`src/rtl/hwpe_stream_tcdm_fetcher_pkg.sv`:
```
// Shared types and constants for the TCDM fetcher: control/flag payloads and FSM encoding.
package hwpe_stream_tcdm_fetcher_pkg;

  localparam int unsigned FETCHER_CNT_WIDTH  = 16;
  localparam int unsigned FETCHER_ADDR_WIDTH = 32;

  // Job descriptor; start is sampled only while the fetcher is idle.
  typedef struct packed {
    logic                          start;
    logic [FETCHER_ADDR_WIDTH-1:0] base_addr;
    logic [FETCHER_CNT_WIDTH-1:0]  n_words;
    logic [FETCHER_CNT_WIDTH-1:0]  stride;
  } ctrl_fetcher_t;

  // Status; done is a single-cycle pulse.
  typedef struct packed {
    logic                         busy;
    logic                         done;
    logic [FETCHER_CNT_WIDTH-1:0] words_left;
  } flags_fetcher_t;

  typedef enum logic [1:0] {
    FS_IDLE  = 2'd0,
    FS_RUN   = 2'd1,
    FS_DRAIN = 2'd2,
    FS_DONE  = 2'd3
  } fetcher_state_e;

endpackage

```
`src/rtl/hwpe_stream_tcdm_fetcher_if.sv`:
```
// Bus interfaces used by the fetcher.
//   hwpe_stream_intf_tcdm  : TCDM request/response port (master issues reads).
//   hwpe_stream_intf_stream: HWPE-Stream valid/ready channel with data and byte strobes.
interface hwpe_stream_intf_tcdm;
  logic        req;
  logic        gnt;
  logic [31:0] add;
  logic        wen;
  logic [3:0]  be;
  logic [31:0] data;
  logic [31:0] r_data;
  logic        r_valid;

  modport master (output req, add, wen, be, data, input gnt, r_data, r_valid);
  modport slave  (input req, add, wen, be, data, output gnt, r_data, r_valid);
endinterface

interface hwpe_stream_intf_stream #(
  parameter int unsigned DATA_WIDTH = 32
);
  localparam int unsigned STRB_WIDTH = DATA_WIDTH / 8;

  logic                  valid;
  logic                  ready;
  logic [DATA_WIDTH-1:0] data;
  logic [STRB_WIDTH-1:0] strb;

  modport source (output valid, data, strb, input ready);
  modport sink   (input valid, data, strb, output ready);
endinterface

```
`src/rtl/hwpe_stream_tcdm_fetcher_fifo.sv`:
```
// Response buffer: power-of-2 FIFO between the TCDM response channel and the output stream.
// Ports: clk_i, rst_ni (async, active-low), clear_i (sync flush),
//        push_i (stream sink), pop_o (stream source; data/strb forced to 0 while empty).
module hwpe_stream_fifo #(
  parameter int unsigned DATA_WIDTH = 32,
  parameter int unsigned FIFO_DEPTH = 4
) (
  input  logic                  clk_i,
  input  logic                  rst_ni,
  input  logic                  clear_i,
  hwpe_stream_intf_stream.sink   push_i,
  hwpe_stream_intf_stream.source pop_o
);

  localparam int unsigned STRB_WIDTH  = DATA_WIDTH / 8;
  localparam int unsigned ENTRY_WIDTH = DATA_WIDTH + STRB_WIDTH;
  localparam int unsigned PTR_WIDTH   = $clog2(FIFO_DEPTH);
  localparam int unsigned CNT_WIDTH   = PTR_WIDTH + 1;

  logic [ENTRY_WIDTH-1:0] mem_q [FIFO_DEPTH];
  logic [ENTRY_WIDTH-1:0] mem_d [FIFO_DEPTH];
  logic [PTR_WIDTH-1:0]   wr_ptr_q, wr_ptr_d;
  logic [PTR_WIDTH-1:0]   rd_ptr_q, rd_ptr_d;
  logic [CNT_WIDTH-1:0]   cnt_q, cnt_d;
  logic                   empty_c, full_c, push_c, pop_c;

  assign empty_c = (cnt_q == '0);
  assign full_c  = (cnt_q == CNT_WIDTH'(FIFO_DEPTH));
  assign push_c  = push_i.valid & ~full_c;
  assign pop_c   = ~empty_c & pop_o.ready;

  assign push_i.ready = ~full_c;
  assign pop_o.valid  = ~empty_c;
  assign {pop_o.data, pop_o.strb} = empty_c ? '0 : mem_q[rd_ptr_q];

  // Pointer/count update; pointers wrap naturally because the depth is a power of 2.
  always_comb begin
    mem_d    = mem_q;
    wr_ptr_d = wr_ptr_q;
    rd_ptr_d = rd_ptr_q;
    cnt_d    = cnt_q;
    if (push_c) begin
      mem_d[wr_ptr_q] = {push_i.data, push_i.strb};
      wr_ptr_d        = wr_ptr_q + PTR_WIDTH'(1);
    end
    if (pop_c) begin
      rd_ptr_d = rd_ptr_q + PTR_WIDTH'(1);
    end
    unique case ({push_c, pop_c})
      2'b10:   cnt_d = cnt_q + CNT_WIDTH'(1);
      2'b01:   cnt_d = cnt_q - CNT_WIDTH'(1);
      default: cnt_d = cnt_q;
    endcase
  end

  always_ff @(posedge clk_i or negedge rst_ni) begin
    if (!rst_ni) begin
      mem_q    <= '{default: '0};
      wr_ptr_q <= '0;
      rd_ptr_q <= '0;
      cnt_q    <= '0;
    end else if (clear_i) begin
      wr_ptr_q <= '0;
      rd_ptr_q <= '0;
      cnt_q    <= '0;
    end else begin
      mem_q    <= mem_d;
      wr_ptr_q <= wr_ptr_d;
      rd_ptr_q <= rd_ptr_d;
      cnt_q    <= cnt_d;
    end
  end

endmodule

```
`src/rtl/hwpe_stream_tcdm_fetcher.sv`:
```
// Strided TCDM read engine producing an HWPE-Stream of 32-bit words.
// Ports: clk_i, rst_ni (async, active-low), clear_i (sync abort),
//        ctrl_i (start/base_addr/n_words/stride), flags_o (busy/done/words_left),
//        tcdm (read master), pop_o (output stream source).
// Reads are only issued against free buffer slots (credits), so responses are never dropped.
module hwpe_stream_tcdm_fetcher
  import hwpe_stream_tcdm_fetcher_pkg::*;
#(
  parameter int unsigned DATA_WIDTH = 32,
  parameter int unsigned FIFO_DEPTH = 4
) (
  input  logic                   clk_i,
  input  logic                   rst_ni,
  input  logic                   clear_i,
  input  ctrl_fetcher_t          ctrl_i,
  output flags_fetcher_t         flags_o,
  hwpe_stream_intf_tcdm.master   tcdm,
  hwpe_stream_intf_stream.source pop_o
);

  localparam int unsigned CRED_WIDTH = $clog2(FIFO_DEPTH) + 1;
  localparam int unsigned CW         = FETCHER_CNT_WIDTH;
  localparam int unsigned AW         = FETCHER_ADDR_WIDTH;

  fetcher_state_e  state_q, state_d;
  logic [AW-1:0]   addr_q, addr_d;
  logic [CW-1:0]   stride_q, stride_d;
  logic [CW-1:0]   req_left_q, req_left_d;
  logic [CW-1:0]   words_left_q, words_left_d;
  logic [CRED_WIDTH-1:0] credits_q, credits_d;
  logic            inflight_q, inflight_d;
  logic            start_c, req_c, gnt_hs_c, pop_hs_c, last_pop_c;

  hwpe_stream_intf_stream #(.DATA_WIDTH(DATA_WIDTH)) push_s ();

  assign start_c    = (state_q == FS_IDLE) & ctrl_i.start;
  assign req_c      = (state_q == FS_RUN) & (req_left_q != '0) & (credits_q != '0);
  assign gnt_hs_c   = req_c & tcdm.gnt;
  assign pop_hs_c   = pop_o.valid & pop_o.ready;
  assign last_pop_c = pop_hs_c & (words_left_q == CW'(1));

  assign tcdm.req  = req_c;
  assign tcdm.add  = addr_q;
  assign tcdm.wen  = 1'b1;
  assign tcdm.be   = 4'hF;
  assign tcdm.data = '0;

  // Responses are accepted only for a read issued since the last reset/clear.
  assign push_s.valid = tcdm.r_valid & inflight_q;
  assign push_s.data  = tcdm.r_data;
  assign push_s.strb  = '1;

  hwpe_stream_fifo #(
    .DATA_WIDTH (DATA_WIDTH),
    .FIFO_DEPTH (FIFO_DEPTH)
  ) i_resp_fifo (
    .clk_i   (clk_i),
    .rst_ni  (rst_ni),
    .clear_i (clear_i),
    .push_i  (push_s.sink),
    .pop_o   (pop_o)
  );

  // FSM state register.
  always_ff @(posedge clk_i or negedge rst_ni) begin
    if (!rst_ni)      state_q <= FS_IDLE;
    else if (clear_i) state_q <= FS_IDLE;
    else              state_q <= state_d;
  end

  // Next state. Leaving DRAIN on the final pop makes done land the cycle after it.
  always_comb begin
    state_d = state_q;
    unique case (state_q)
      FS_IDLE:  if (ctrl_i.start) state_d = (ctrl_i.n_words == '0) ? FS_DONE : FS_RUN;
      FS_RUN:   if (gnt_hs_c && (req_left_q == CW'(1))) state_d = FS_DRAIN;
      FS_DRAIN: if (last_pop_c) state_d = FS_DONE;
      FS_DONE:  state_d = FS_IDLE;
      default:  state_d = FS_IDLE;
    endcase
  end

  // FSM outputs.
  always_comb begin
    flags_o            = '0;
    flags_o.busy       = (state_q == FS_RUN) | (state_q == FS_DRAIN);
    flags_o.done       = (state_q == FS_DONE);
    flags_o.words_left = words_left_q;
  end

  // Address, counters, credits and inflight tracking.
  always_comb begin
    addr_d       = addr_q;
    stride_d     = stride_q;
    req_left_d   = req_left_q;
    words_left_d = words_left_q;
    credits_d    = credits_q;
    inflight_d   = gnt_hs_c | (inflight_q & ~tcdm.r_valid);
    if (start_c) begin
      addr_d       = ctrl_i.base_addr;
      stride_d     = ctrl_i.stride;
      req_left_d   = ctrl_i.n_words;
      words_left_d = ctrl_i.n_words;
    end
    if (gnt_hs_c) begin
      addr_d     = addr_q + AW'(stride_q);
      req_left_d = req_left_q - CW'(1);
    end
    if (pop_hs_c) begin
      words_left_d = words_left_q - CW'(1);
    end
    unique case ({gnt_hs_c, pop_hs_c})
      2'b10:   credits_d = credits_q - CRED_WIDTH'(1);
      2'b01:   credits_d = credits_q + CRED_WIDTH'(1);
      default: credits_d = credits_q;
    endcase
  end

  always_ff @(posedge clk_i or negedge rst_ni) begin
    if (!rst_ni) begin
      addr_q       <= '0;
      stride_q     <= '0;
      req_left_q   <= '0;
      words_left_q <= '0;
      credits_q    <= CRED_WIDTH'(FIFO_DEPTH);
      inflight_q   <= 1'b0;
    end else if (clear_i) begin
      addr_q       <= '0;
      stride_q     <= '0;
      req_left_q   <= '0;
      words_left_q <= '0;
      credits_q    <= CRED_WIDTH'(FIFO_DEPTH);
      inflight_q   <= 1'b0;
    end else begin
      addr_q       <= addr_d;
      stride_q     <= stride_d;
      req_left_q   <= req_left_d;
      words_left_q <= words_left_d;
      credits_q    <= credits_d;
      inflight_q   <= inflight_d;
    end
  end

endmodule

```
`src/flat_wrapper.sv`:
```
// flat-port wrapper written by rule: the top's interface ports become plain ports
module hwpe_stream_tcdm_fetcher_flat import hwpe_stream_tcdm_fetcher_pkg::*;
#(
  parameter int unsigned DATA_WIDTH = 32,
  parameter int unsigned FIFO_DEPTH = 4
)
  (clk_i, rst_ni, clear_i, ctrl_i, flags_o, tcdm_req, tcdm_add, tcdm_wen, tcdm_be, tcdm_data, tcdm_gnt, tcdm_r_data, tcdm_r_valid, pop_o_valid, pop_o_data, pop_o_strb, pop_o_ready);
  hwpe_stream_intf_tcdm tcdm_i ();
  hwpe_stream_intf_stream #(.DATA_WIDTH(DATA_WIDTH)) pop_o_i ();
  input  logic clk_i;
  input  logic rst_ni;
  input  logic clear_i;
  input  ctrl_fetcher_t ctrl_i;
  output flags_fetcher_t flags_o;
  output wire logic [$bits(tcdm_i.req)-1:0] tcdm_req;
  output wire logic [$bits(tcdm_i.add)-1:0] tcdm_add;
  output wire logic [$bits(tcdm_i.wen)-1:0] tcdm_wen;
  output wire logic [$bits(tcdm_i.be)-1:0] tcdm_be;
  output wire logic [$bits(tcdm_i.data)-1:0] tcdm_data;
  input wire logic [$bits(tcdm_i.gnt)-1:0] tcdm_gnt;
  input wire logic [$bits(tcdm_i.r_data)-1:0] tcdm_r_data;
  input wire logic [$bits(tcdm_i.r_valid)-1:0] tcdm_r_valid;
  output wire logic [$bits(pop_o_i.valid)-1:0] pop_o_valid;
  output wire logic [$bits(pop_o_i.data)-1:0] pop_o_data;
  output wire logic [$bits(pop_o_i.strb)-1:0] pop_o_strb;
  input wire logic [$bits(pop_o_i.ready)-1:0] pop_o_ready;
  assign tcdm_req = tcdm_i.req;
  assign tcdm_add = tcdm_i.add;
  assign tcdm_wen = tcdm_i.wen;
  assign tcdm_be = tcdm_i.be;
  assign tcdm_data = tcdm_i.data;
  assign tcdm_i.gnt = tcdm_gnt;
  assign tcdm_i.r_data = tcdm_r_data;
  assign tcdm_i.r_valid = tcdm_r_valid;
  assign pop_o_valid = pop_o_i.valid;
  assign pop_o_data = pop_o_i.data;
  assign pop_o_strb = pop_o_i.strb;
  assign pop_o_i.ready = pop_o_ready;
  hwpe_stream_tcdm_fetcher #(.DATA_WIDTH(DATA_WIDTH), .FIFO_DEPTH(FIFO_DEPTH)) u_core (.clk_i(clk_i), .rst_ni(rst_ni), .clear_i(clear_i), .ctrl_i(ctrl_i), .flags_o(flags_o), .tcdm(tcdm_i), .pop_o(pop_o_i));
endmodule
```
`config.mk`:
```
export PLATFORM = sky130hd
export DESIGN_NAME = hwpe_stream_tcdm_fetcher_flat
export DESIGN_NICKNAME = d
export VERILOG_FILES = /design/src/rtl/hwpe_stream_tcdm_fetcher_pkg.sv /design/src/rtl/hwpe_stream_tcdm_fetcher_if.sv /design/src/rtl/hwpe_stream_tcdm_fetcher_fifo.sv /design/src/rtl/hwpe_stream_tcdm_fetcher.sv /design/src/flat_wrapper.sv
export SDC_FILE = /design/constraint.sdc
export NUM_CORES = 1
export LEC_CHECK = 0
export ABC_AREA = 1
export CORE_ASPECT_RATIO = 1.5
export CORE_MARGIN = 2
export CORE_UTILIZATION = 45
export DETAILED_ROUTE_END_ITERATION = 8
export PLACE_DENSITY = 0.7
export SYNTH_ARGS = -nofsm -noshare
export SYNTH_HDL_FRONTEND = slang
export SYNTH_SLANG_ARGS = --single-unit
export TNS_END_PERCENT = 10
```
`constraint.sdc`:
```
create_clock -name clk_i -period 5.1 [get_ports clk_i]
set_input_delay 0.765 -clock clk_i [delete_from_list [all_inputs] [get_ports clk_i]]
set_output_delay 0.765 -clock clk_i [all_outputs]
set_load 0.01 [all_outputs]
```
==> metrics, run 1 <==
result of the run=finished, final reports clean; number of buffers inserted to repair setup after CTS=0; register bit count reported by yosys=225; number of rows created at floorplan=76; share of cells above drive strength 1=approximately 3.8%; TritonCTS Sinks=225; power density normalized to cell area=between 400 and 500 nW/um^2; total negative setup slack=0 ps; gate count of the mapped netlist=1794; min-delay worst type=input pin to asynchronous set/reset pin; count of flip-flops with a built-in enable after synthesis=0; peak supply drop=between 0.2 and 0.3 mV; setup skew after layout=12.20 ps; DPL Wire Length=25.41 mm; wire per inst=16.06 um; maximum net fanout on the critical path=34; Clock Root Buffer=sky130_fd_sc_hd__clkbuf_16; final hold slack=295.1 ps; pin count of the biggest net entering global routing=approximately 120; number of diodes added for antenna fixing=0; final critical delay including setup and external delays=3767 ps; fin nets=2067; number of distinct standard cells referenced by the synthesized netlist=43; synthesis warning total=0; final max-slew violation count=0; number of I/O port buffers=190; number of buffers inserted for hold repair after clock tree synthesis=0; most common library cell in the layout ignoring fill and taps=sky130_fd_sc_hd__nand2_1; unrepaired setup endpoints after global routing=no; dominant synthesized flop cell=sky130_fd_sc_hd__dfrtp_1; highest-count cells in the layout ignoring fill and taps=486 x sky130_fd_sc_hd__nand2_1, 247 x sky130_fd_sc_hd__o21ai_0, 223 x sky130_fd_sc_hd__dfrtp_1; Post-CTS Resized=0; Final Hold Viols=0; Area Overhead vs Synth=20.63%; final weighted congestion of routability-driven global placement=a little under 1; initial antenna violation count=0; number of violations reported at the end of detailed-routing iteration 0=661; worst slew margin relative to its limit=38.03%; clock-pin slew reported for the worst setup and hold paths after clock tree synthesis=60 ps; per-cell via count in the routed design=5.238; Syn Area/Cell=7.224 sq um; highest attainable clock frequency=265.4 MHz; number of nets still failing antenna checks after routing=0; number of top-level pins=228; overall global routing resource usage=24.47%; Chip Width=142.6 um; slack of the critical path=approximately 1300 ps; total DRC errors in the routed layout=0; wire length of the first global-routing pass=around 59 mm; worst-margin pin slew=929.6 ps; TritonCTS clock tree=yes; global route overflow=0; die outline height=211.8 um; endpoints failing setup=0; Bufs on Longest Clock Path=3; CTS H-Tree Depth=1; total iterations of the first detailed-routing run=5; Clock Latency Late Sink=520 ps; die outline area=approximately 30000 sq um; total design power=~0.0064 W; via count of the first global-routing pass=11870; via count=12040; Mapped Area=about 13000 sq um; post-synthesis sequential area ratio=between 40% and 50%; count of max-cap constraint violations=0; post-placement worst setup slack=1491 ps; cell leakage power=7.570 nW; FFs w/ async S/R, synth=100.0%; crit start category=flop; number of buffers created by CTS=23; CP arrival=3000 ps; Period Utilization, post-route=about three quarters; final WL=36.91 mm; Core ar.=28530 sq um; CP Data Required Time=~4300 ps; Initial Utilization=45.43%; crit path capture type=primary output; classification of the worst setup path=flop to primary output
flip-flops by register name, indices dropped and copies added, names as in the netlist:
name and count:
u_core.credits_q 3, u_core.i_resp_fifo.cnt_q 3, u_core.i_resp_fifo.mem_q 132, u_core.i_resp_fifo.rd_ptr_q 2
u_core.i_resp_fifo.wr_ptr_q 2, u_core.inflight_q 1, u_core.req_left_q 16, u_core.state_q 2
u_core.stride_q 16, u_core.tcdm.add 32, u_core.words_left_q 16
cell type report:
type / count / area [sq um]
tap: 351 / 439.2
clock buffer: 31 / 635.6
timing repair buffer: 200 / 1994
fill: 2729 / 12890
clock inverter: 9 / 126.4
inverter: 190 / 713.2
multi-input combinational: 1293 / 6092
sequential: 225 / 5633
worst max-delay path, cell delays in order, from the launching register on:
cell and delay [ps]:
sky130_fd_sc_hd__dfrtp_1 320, sky130_fd_sc_hd__buf_4 370, sky130_fd_sc_hd__clkinv_1 340, sky130_fd_sc_hd__buf_4 340, sky130_fd_sc_hd__a21oi_1 140, sky130_fd_sc_hd__o21ai_0 100
sky130_fd_sc_hd__a21oi_1 260, sky130_fd_sc_hd__clkdlybuf4s50_1 590
metal layers:
metal / share of wire [%] / wire (um) / up-vias / GRT usage, %
met1: 39 / 14390 / 5634 / 28.20
met5: 0 / 0 / - / 0
met2: 52 / 19200 / 411 / 45.66
met3: 5.1 / 1889 / 82 / 2.624
met4: 3.9 / 1435 / 0 / 10.07
li1: - / - / 5915 / -
where the power goes:
group | internal, W | switching, W | leakage, nW
clock | 0.00103 | 0.000708 | 0.373
combinational | 0.000924 | 0.00136 | 4.19
sequential | 0.00211 | 0.000312 | 3.01
synthesized netlist by cell type (10+ instances only):
library cell,count,area share [%]
sky130_fd_sc_hd__nand2_1,490,14
sky130_fd_sc_hd__o21ai_0,247,9.5
sky130_fd_sc_hd__dfrtp_1,224,43
sky130_fd_sc_hd__nor2_1,200,5.8
sky130_fd_sc_hd__inv_1,182,5.3
sky130_fd_sc_hd__nand3_1,85,3.3
sky130_fd_sc_hd__a21oi_1,83,3.2
sky130_fd_sc_hd__clkbuf_1,47,1.4
sky130_fd_sc_hd__buf_4,44,2.5
sky130_fd_sc_hd__ha_1,28,2.7
sky130_fd_sc_hd__xor2_1,22,1.5
sky130_fd_sc_hd__buf_2,18,0.70
sky130_fd_sc_hd__o21ai_1,14,0.54
sky130_fd_sc_hd__nor3_1,12,0.46
sky130_fd_sc_hd__o22ai_1,10,0.48
logic make-up (layout without fill, tap and decap cells):
kind of cell / Yosys count / count (layout) / synth area share (%)
compound gates: 377 / 377 / 15.15
simple gates: 819 / 819 / 25.58
xor+xnor: 29 / 29 / 1.960
buf+inv: 311 / 430 / 10.63
fa+ha+maj: 31 / 31 / 3.167
flops: 225 / 225 / 43.45
other cells: 2 / 37 / 0.05795
stage by stage:
step	cell area [sq um]	std cells	utilization, %
after floorplan	13090	1829	-
after global placement	14870	2259	52.13
after detailed placement	14870	2259	52.13
after CTS	15630	2299	54.80
after global routing	15630	2299	54.80
final	15630	2299	54.80
worst paths after layout:
kind,start,end,slack (ps),cells after the start
max,u_core.i_resp_fifo.rd_ptr_q[1]$_DFFE_PN0P_,pop_o_strb[1],1330,7
min,rst_ni,u_core.req_left_q[1]$_DFFE_PN0P_,300,1
max reg2reg,u_core.state_q[1]$_DFFE_PN0P_,u_core.tcdm.add[10]$_DFFE_PN0P_,1870,10
min reg2reg,u_core.i_resp_fifo.mem_q[111]$_DFFE_PN0P_,u_core.i_resp_fifo.mem_q[111]$_DFFE_PN0P_,460,2
max in group asynchronous,rst_ni,u_core.i_resp_fifo.mem_q[13]$_DFFE_PN0P_,3630,2
min in group clk_i,u_core.i_resp_fifo.mem_q[111]$_DFFE_PN0P_,u_core.i_resp_fifo.mem_q[111]$_DFFE_PN0P_,460,2
No activity file was read; power rests on OpenSTA's default activity.
==> run 2, diff against run 1 <==
--- a/config.mk
+++ b/config.mk
@@ -10,7 +10,7 @@
 export CORE_MARGIN = 2
 export CORE_UTILIZATION = 45
 export DETAILED_ROUTE_END_ITERATION = 8
-export PLACE_DENSITY = 0.7
+export PLACE_DENSITY = 0.73
 export SYNTH_ARGS = -nofsm -noshare
 export SYNTH_HDL_FRONTEND = slang
 export SYNTH_SLANG_ARGS = --single-unit
==> constraint.sdc (replaced) <==
create_clock -name clk_i -period 3.1 [get_ports clk_i]
set_input_delay 0.465 -clock clk_i [delete_from_list [all_inputs] [get_ports clk_i]]
set_output_delay 0.465 -clock clk_i [all_outputs]
set_load 0.01 [all_outputs]
==> metrics, run 2 (same netlist as run 1, synthesis figures left out) <==
min-delay worst type=flop to flop; pin count of the biggest net entering global routing=81; die outline height=211.8 um; total iterations of the first detailed-routing run=5; Largest register FFs=around 130; Area Overhead vs Synth=22.60%; largest register by flop count=u_core.i_resp_fifo.mem_q; total DRC errors in the routed layout=0; post-placement worst setup slack=around 340 ps; per-cell via count in the routed design=5.250; cell leakage power=approximately 7.7 nW; slack of the critical path=~46 ps; initial antenna violation count=1; worst-margin pin slew=690.6 ps; highest-count cells in the layout ignoring fill and taps=486 x sky130_fd_sc_hd__nand2_1, 247 x sky130_fd_sc_hd__o21ai_0, 223 x sky130_fd_sc_hd__dfrtp_1; number of buffers inserted to repair setup after CTS=0; wire length of the first global-routing pass=60.65 mm; TritonCTS clock tree=yes; global route overflow=0; number of buffers created by CTS=24; Period Utilization, post-route=just under 100%; share of cells above drive strength 1=under 10%; Chip Width=142.6 um; post-place instance area=~15000 sq um; final weighted congestion of routability-driven global placement=0.9675; final max-slew violation count=0; die outline area=30200 sq um; Core ar.=~29000 sq um; number of rows created at floorplan=76; number of nets still failing antenna checks after routing=0; overall global routing resource usage=roughly 25%; crit start category=flop; unrepaired setup endpoints after global routing=yes; Reg area=5635 sq um; final critical delay including setup and external delays=3054 ps; setup skew after layout=12.53 ps; Bufs on Longest Clock Path=3; number of violations reported at the end of detailed-routing iteration 0=781; Clock Root Buffer=sky130_fd_sc_hd__clkbuf_16; classification of the worst setup path=flop to primary output; highest attainable clock frequency=327.5 MHz; Initial Utilization=45.43%; Final Hold Viols=0; TritonCTS Sinks=about 230; final core area utilization=around 56%; endpoints failing setup=0; DPL Wire Length=26.84 mm; Filler Cell Count=2689; clock-pin slew reported for the worst setup and hold paths after clock tree synthesis=about 60 ps; wire per inst=16.35 um; power density normalized to cell area=681.6 nW/um^2; most common library cell in the layout ignoring fill and taps=sky130_fd_sc_hd__nand2_1; multi-input gate area in the final layout=6096 sq um; via count of the first global-routing pass=12020; CP Data Required Time=2630 ps; via count=roughly 12000; Clock Latency Late Sink=about 530 ps; final WL=37.92 mm; number of top-level pins=228; fin nets=between 2000 and 2500; peak supply drop=0.5159 mV; final hold slack=around 450 ps; CTS H-Tree Depth=1; maximum net fanout on the critical path=25; count of max-cap constraint violations=0; worst slew margin relative to its limit=a little over half; total design power=between 0.01 and 0.015 W; result of the run=finished, final reports clean; CP arrival=2590 ps; final instance area=15890 sq um; crit path capture type=primary output; number of I/O port buffers=190
[run 2: cell types whose count changed in the layout (fill, tap and decap cells not counted), moves of 2 or more]
cell / delta
sky130_fd_sc_hd__buf_12: +5
sky130_fd_sc_hd__clkbuf_8: +3
sky130_fd_sc_hd__buf_4: +11
sky130_fd_sc_hd__clkbuf_16: +2
sky130_fd_sc_hd__clkbuf_1: -2
[run 2: power by group]
part	leakage, nW	switching, W	internal (W)	total [W]
Combinational	4.29	0.00224	0.00160	0.00384
Sequential	3.01	0.000525	0.00348	0.00401
Clock	0.403	0.00121	0.00178	0.00298
[run 2: final timing paths]
kind                       depth (start not counted)                                  endpoint  slack (ps)                                     start
min reg2reg                                        2  u_core.i_resp_fifo.mem_q[39]$_DFFE_PN0P_         450  u_core.i_resp_fifo.mem_q[39]$_DFFE_PN0P_
min in group asynchronous                          2         u_core.req_left_q[10]$_DFFE_PN0P_         520                                    rst_ni
max reg2reg                                       10            u_core.tcdm.add[0]$_DFFE_PN0P_         430             u_core.state_q[0]$_DFFE_PN0P_
max in group asynchronous                          3            u_core.stride_q[7]$_DFFE_PN0P_        1730                                    rst_ni
min                                                2  u_core.i_resp_fifo.mem_q[39]$_DFFE_PN0P_         450  u_core.i_resp_fifo.mem_q[39]$_DFFE_PN0P_
max                                                6                            pop_o_data[28]          50   u_core.i_resp_fifo.cnt_q[2]$_DFFE_PN0P_
[run 2: final cells by class]
class / instances / share of cell area [%]
flip-flops and latches: 225 / 35.47
clock inverters: 8 / 0.6063
multi-input cells: 1293 / 38.37
inverters: 190 / 4.489
well taps: 351 / 2.764
repair buffers: 217 / 13.76
diodes: 1 / 0.01575
clock buffers: 34 / 4.528
[run 2: worst max-delay path, stage by stage (launching register included)]
cell	delay [ps]
sky130_fd_sc_hd__dfrtp_1	400
sky130_fd_sc_hd__inv_1	80
sky130_fd_sc_hd__nand3_1	190
sky130_fd_sc_hd__inv_1	270
sky130_fd_sc_hd__buf_12	260
sky130_fd_sc_hd__a21oi_1	270
sky130_fd_sc_hd__clkdlybuf4s50_1	600
[run 2: metrics by stage]
step / instances / setup TNS [ps]
4_1_cts: 2318 / 0
6_report: 2319 / 0
3_3_place_gp: 2275 / 0
5_1_grt: 2319 / -40.71
3_5_place_dp: 2275 / 0
2_1_floorplan: 1829 / 0
[run 2: repair_timing]
action,in CTS,in global routing
setup endpoints to repair,0,7
hold buffers,1,0
resized for setup,0,2
endpoints found under the hold margin,75,0
[run 2: routing by layer]
metal | share of wire (%) | wire length (um) | GRT usage [%]
met5 | 0 | 0 | 0
met4 | 4.7 | 1789 | 12.50
met1 | 38 | 14560 | 28.61
met3 | 5.3 | 2021 | 2.692
met2 | 52 | 19550 | 46.27
==> run 3, diff against run 2 <==
--- a/config.mk
+++ b/config.mk
@@ -10,7 +10,7 @@
 export CORE_MARGIN = 2
 export CORE_UTILIZATION = 45
 export DETAILED_ROUTE_END_ITERATION = 8
-export PLACE_DENSITY = 0.73
+export PLACE_DENSITY = 0.7
 export SYNTH_ARGS = -nofsm -noshare
 export SYNTH_HDL_FRONTEND = slang
 export SYNTH_SLANG_ARGS = --single-unit
==> constraint.sdc (replaced) <==
create_clock -name clk_i -period 2.9 [get_ports clk_i]
set_input_delay 0.435 -clock clk_i [delete_from_list [all_inputs] [get_ports clk_i]]
set_output_delay 0.435 -clock clk_i [all_outputs]
set_load 0.01 [all_outputs]
==> metrics, run 3 (same netlist as run 1, synthesis figures left out) <==
result of the run=finished, final reports clean; crit path capture type=primary output; total negative setup slack=0 ps; setup skew after layout=13.85 ps; worst-margin pin slew=around 870 ps; total iterations of the first detailed-routing run=6; TritonCTS Sinks=around 230; number of buffers created by CTS=25; Area Overhead vs Synth=23.60%; total DRC errors in the routed layout=0; TritonCTS clock tree=yes; Clock Root Buffer=sky130_fd_sc_hd__clkbuf_16; multi-input gate area in the final layout=6115 sq um; via count=12140; worst slew margin relative to its limit=42.32%; number of nets still failing antenna checks after routing=0; wire length of the first global-routing pass=59.17 mm; number of rows created at floorplan=76; share of cells above drive strength 1=5.620%; post-place instance area=15110 sq um; Chip Width=about 140 um; clock-pin slew reported for the worst setup and hold paths after clock tree synthesis=about 60 ps; cell-by-cell trace of the critical path=buf_12 -> buf_12 -> nor2_1 -> nor2_1 -> o21ai_0 -> a21oi_1 -> clkdlybuf4s50_1; number of top-level pins=around 230; highest-count cells in the layout ignoring fill and taps=486 x sky130_fd_sc_hd__nand2_1, 247 x sky130_fd_sc_hd__o21ai_0, 223 x sky130_fd_sc_hd__dfrtp_1; number of violations reported at the end of detailed-routing iteration 0=between 700 and 800; cell leakage power=7.792 nW; pin count of the biggest net entering global routing=102; unrepaired setup endpoints after global routing=no; initial antenna violation count=1; endpoints failing setup=0; Bufs on Longest Clock Path=3; most common library cell in the layout ignoring fill and taps=sky130_fd_sc_hd__nand2_1; final critical delay including setup and external delays=2807 ps; die outline height=211.8 um; CP Data Required Time=about 2500 ps; Reg area=5633 sq um; per-cell via count in the routed design=5.216; library cell contributing the largest single delay on the critical path=sky130_fd_sc_hd__clkdlybuf4s50_1; crit start category=flop; largest stage delay on the critical path=roughly 570 ps; Buf+Inv Stages, Crit Path=3; count of max-cap constraint violations=0; DPL Wire Length=26.38 mm; via count of the first global-routing pass=between 10000 and 15000; Period Utilization, post-route=96.79%; final core area utilization=56.15%; maximum net fanout on the critical path=28; final WL=between 30 and 40 mm; Initial Utilization=45.43%; min-delay worst type=flop to flop; final weighted congestion of routability-driven global placement=0.9441; global route overflow=0; CP arrival=about 2400 ps; largest register by flop count=u_core.i_resp_fifo.mem_q; final instance area=16020 sq um; final max-slew violation count=0; number of I/O port buffers=between 150 and 200; Clock Latency Late Sink=roughly 540 ps; power density normalized to cell area=731.9 nW/um^2; wire per inst=~16 um; Largest register FFs=132; largest delay contributor family on the critical path=buffers and inverters; Filler Cell Count=roughly 2700; CTS H-Tree Depth=1; die outline area=30200 sq um; peak supply drop=0.7097 mV; highest attainable clock frequency=around 360 MHz; Core ar.=28530 sq um; classification of the worst setup path=flop to primary output; total design power=0.01172 W; overall global routing resource usage=24.53%; fin nets=2091; Final Hold Viols=0
## run 3: layout make-up
type | instances | area share, %
diodes | 1 | 0.01562
flip-flops and latches | 225 | 35.17
clock inverters | 16 | 1.101
well taps | 351 | 2.742
repair buffers | 222 | 14.10
multi-input cells | 1293 | 38.17
clock buffers | 29 | 4.249
inverters | 190 | 4.452
## run 3: final timing paths
kind	depth (start not counted)	slack, ps	start	endpoint
min	2	450	u_core.i_resp_fifo.mem_q[75]$_DFFE_PN0P_	u_core.i_resp_fifo.mem_q[75]$_DFFE_PN0P_
max reg2reg	11	400	u_core.state_q[1]$_DFFE_PN0P_	u_core.credits_q[2]$_DFFE_PN1P_
min reg2reg	2	450	u_core.i_resp_fifo.mem_q[75]$_DFFE_PN0P_	u_core.i_resp_fifo.mem_q[75]$_DFFE_PN0P_
max	7	90	u_core.i_resp_fifo.rd_ptr_q[0]$_DFFE_PN0P_	pop_o_data[5]
min in group asynchronous	2	530	rst_ni	u_core.i_resp_fifo.rd_ptr_q[0]$_DFFE_PN0P_
max in group asynchronous	3	1710	rst_ni	u_core.stride_q[15]$_DFFE_PN0P_
## run 3: worst min-delay path, cell delays in order, from the launching register on
cell and delay [ps]:
sky130_fd_sc_hd__dfrtp_1 320, sky130_fd_sc_hd__inv_1 50, sky130_fd_sc_hd__nand2_1 50
## run 3: timing repair
item	4_1_cts	5_1_grt
gates cloned	0	0
setup buffers	1	0
hold buffers	1	0
hold endpoints to repair	43	0
setup endpoints to repair	19	20
resized for setup	2	7
## run 3: routing by layer
| metal | global-route usage [%] | share of wire (%) |
|---|---|---|
| met1 | 28.37 | 39 |
| met2 | 44.63 | 52 |
| met3 | 2.533 | 4.9 |
| met4 | 12.33 | 4.5 |
| met5 | 0 | 0 |
## run 3: metrics by stage
step	instances	setup WS, ps	hold WS [ps]
after floorplan	1829	800.5	139.4
after global placement	2279	337.9	435.4
after detailed placement	2279	303.8	442.4
after CTS	2326	16.96	434.2
after global routing	2327	4.523	460.6
final	2327	92.96	453.4
## run 3: power breakdown
| group | switching [W] | leakage, nW | internal (W) |
|---|---|---|---|
| registers | 0.000554 | 3.01 | 0.00372 |
| clock network | 0.00136 | 0.422 | 0.00196 |
| logic | 0.00241 | 4.36 | 0.00173 |
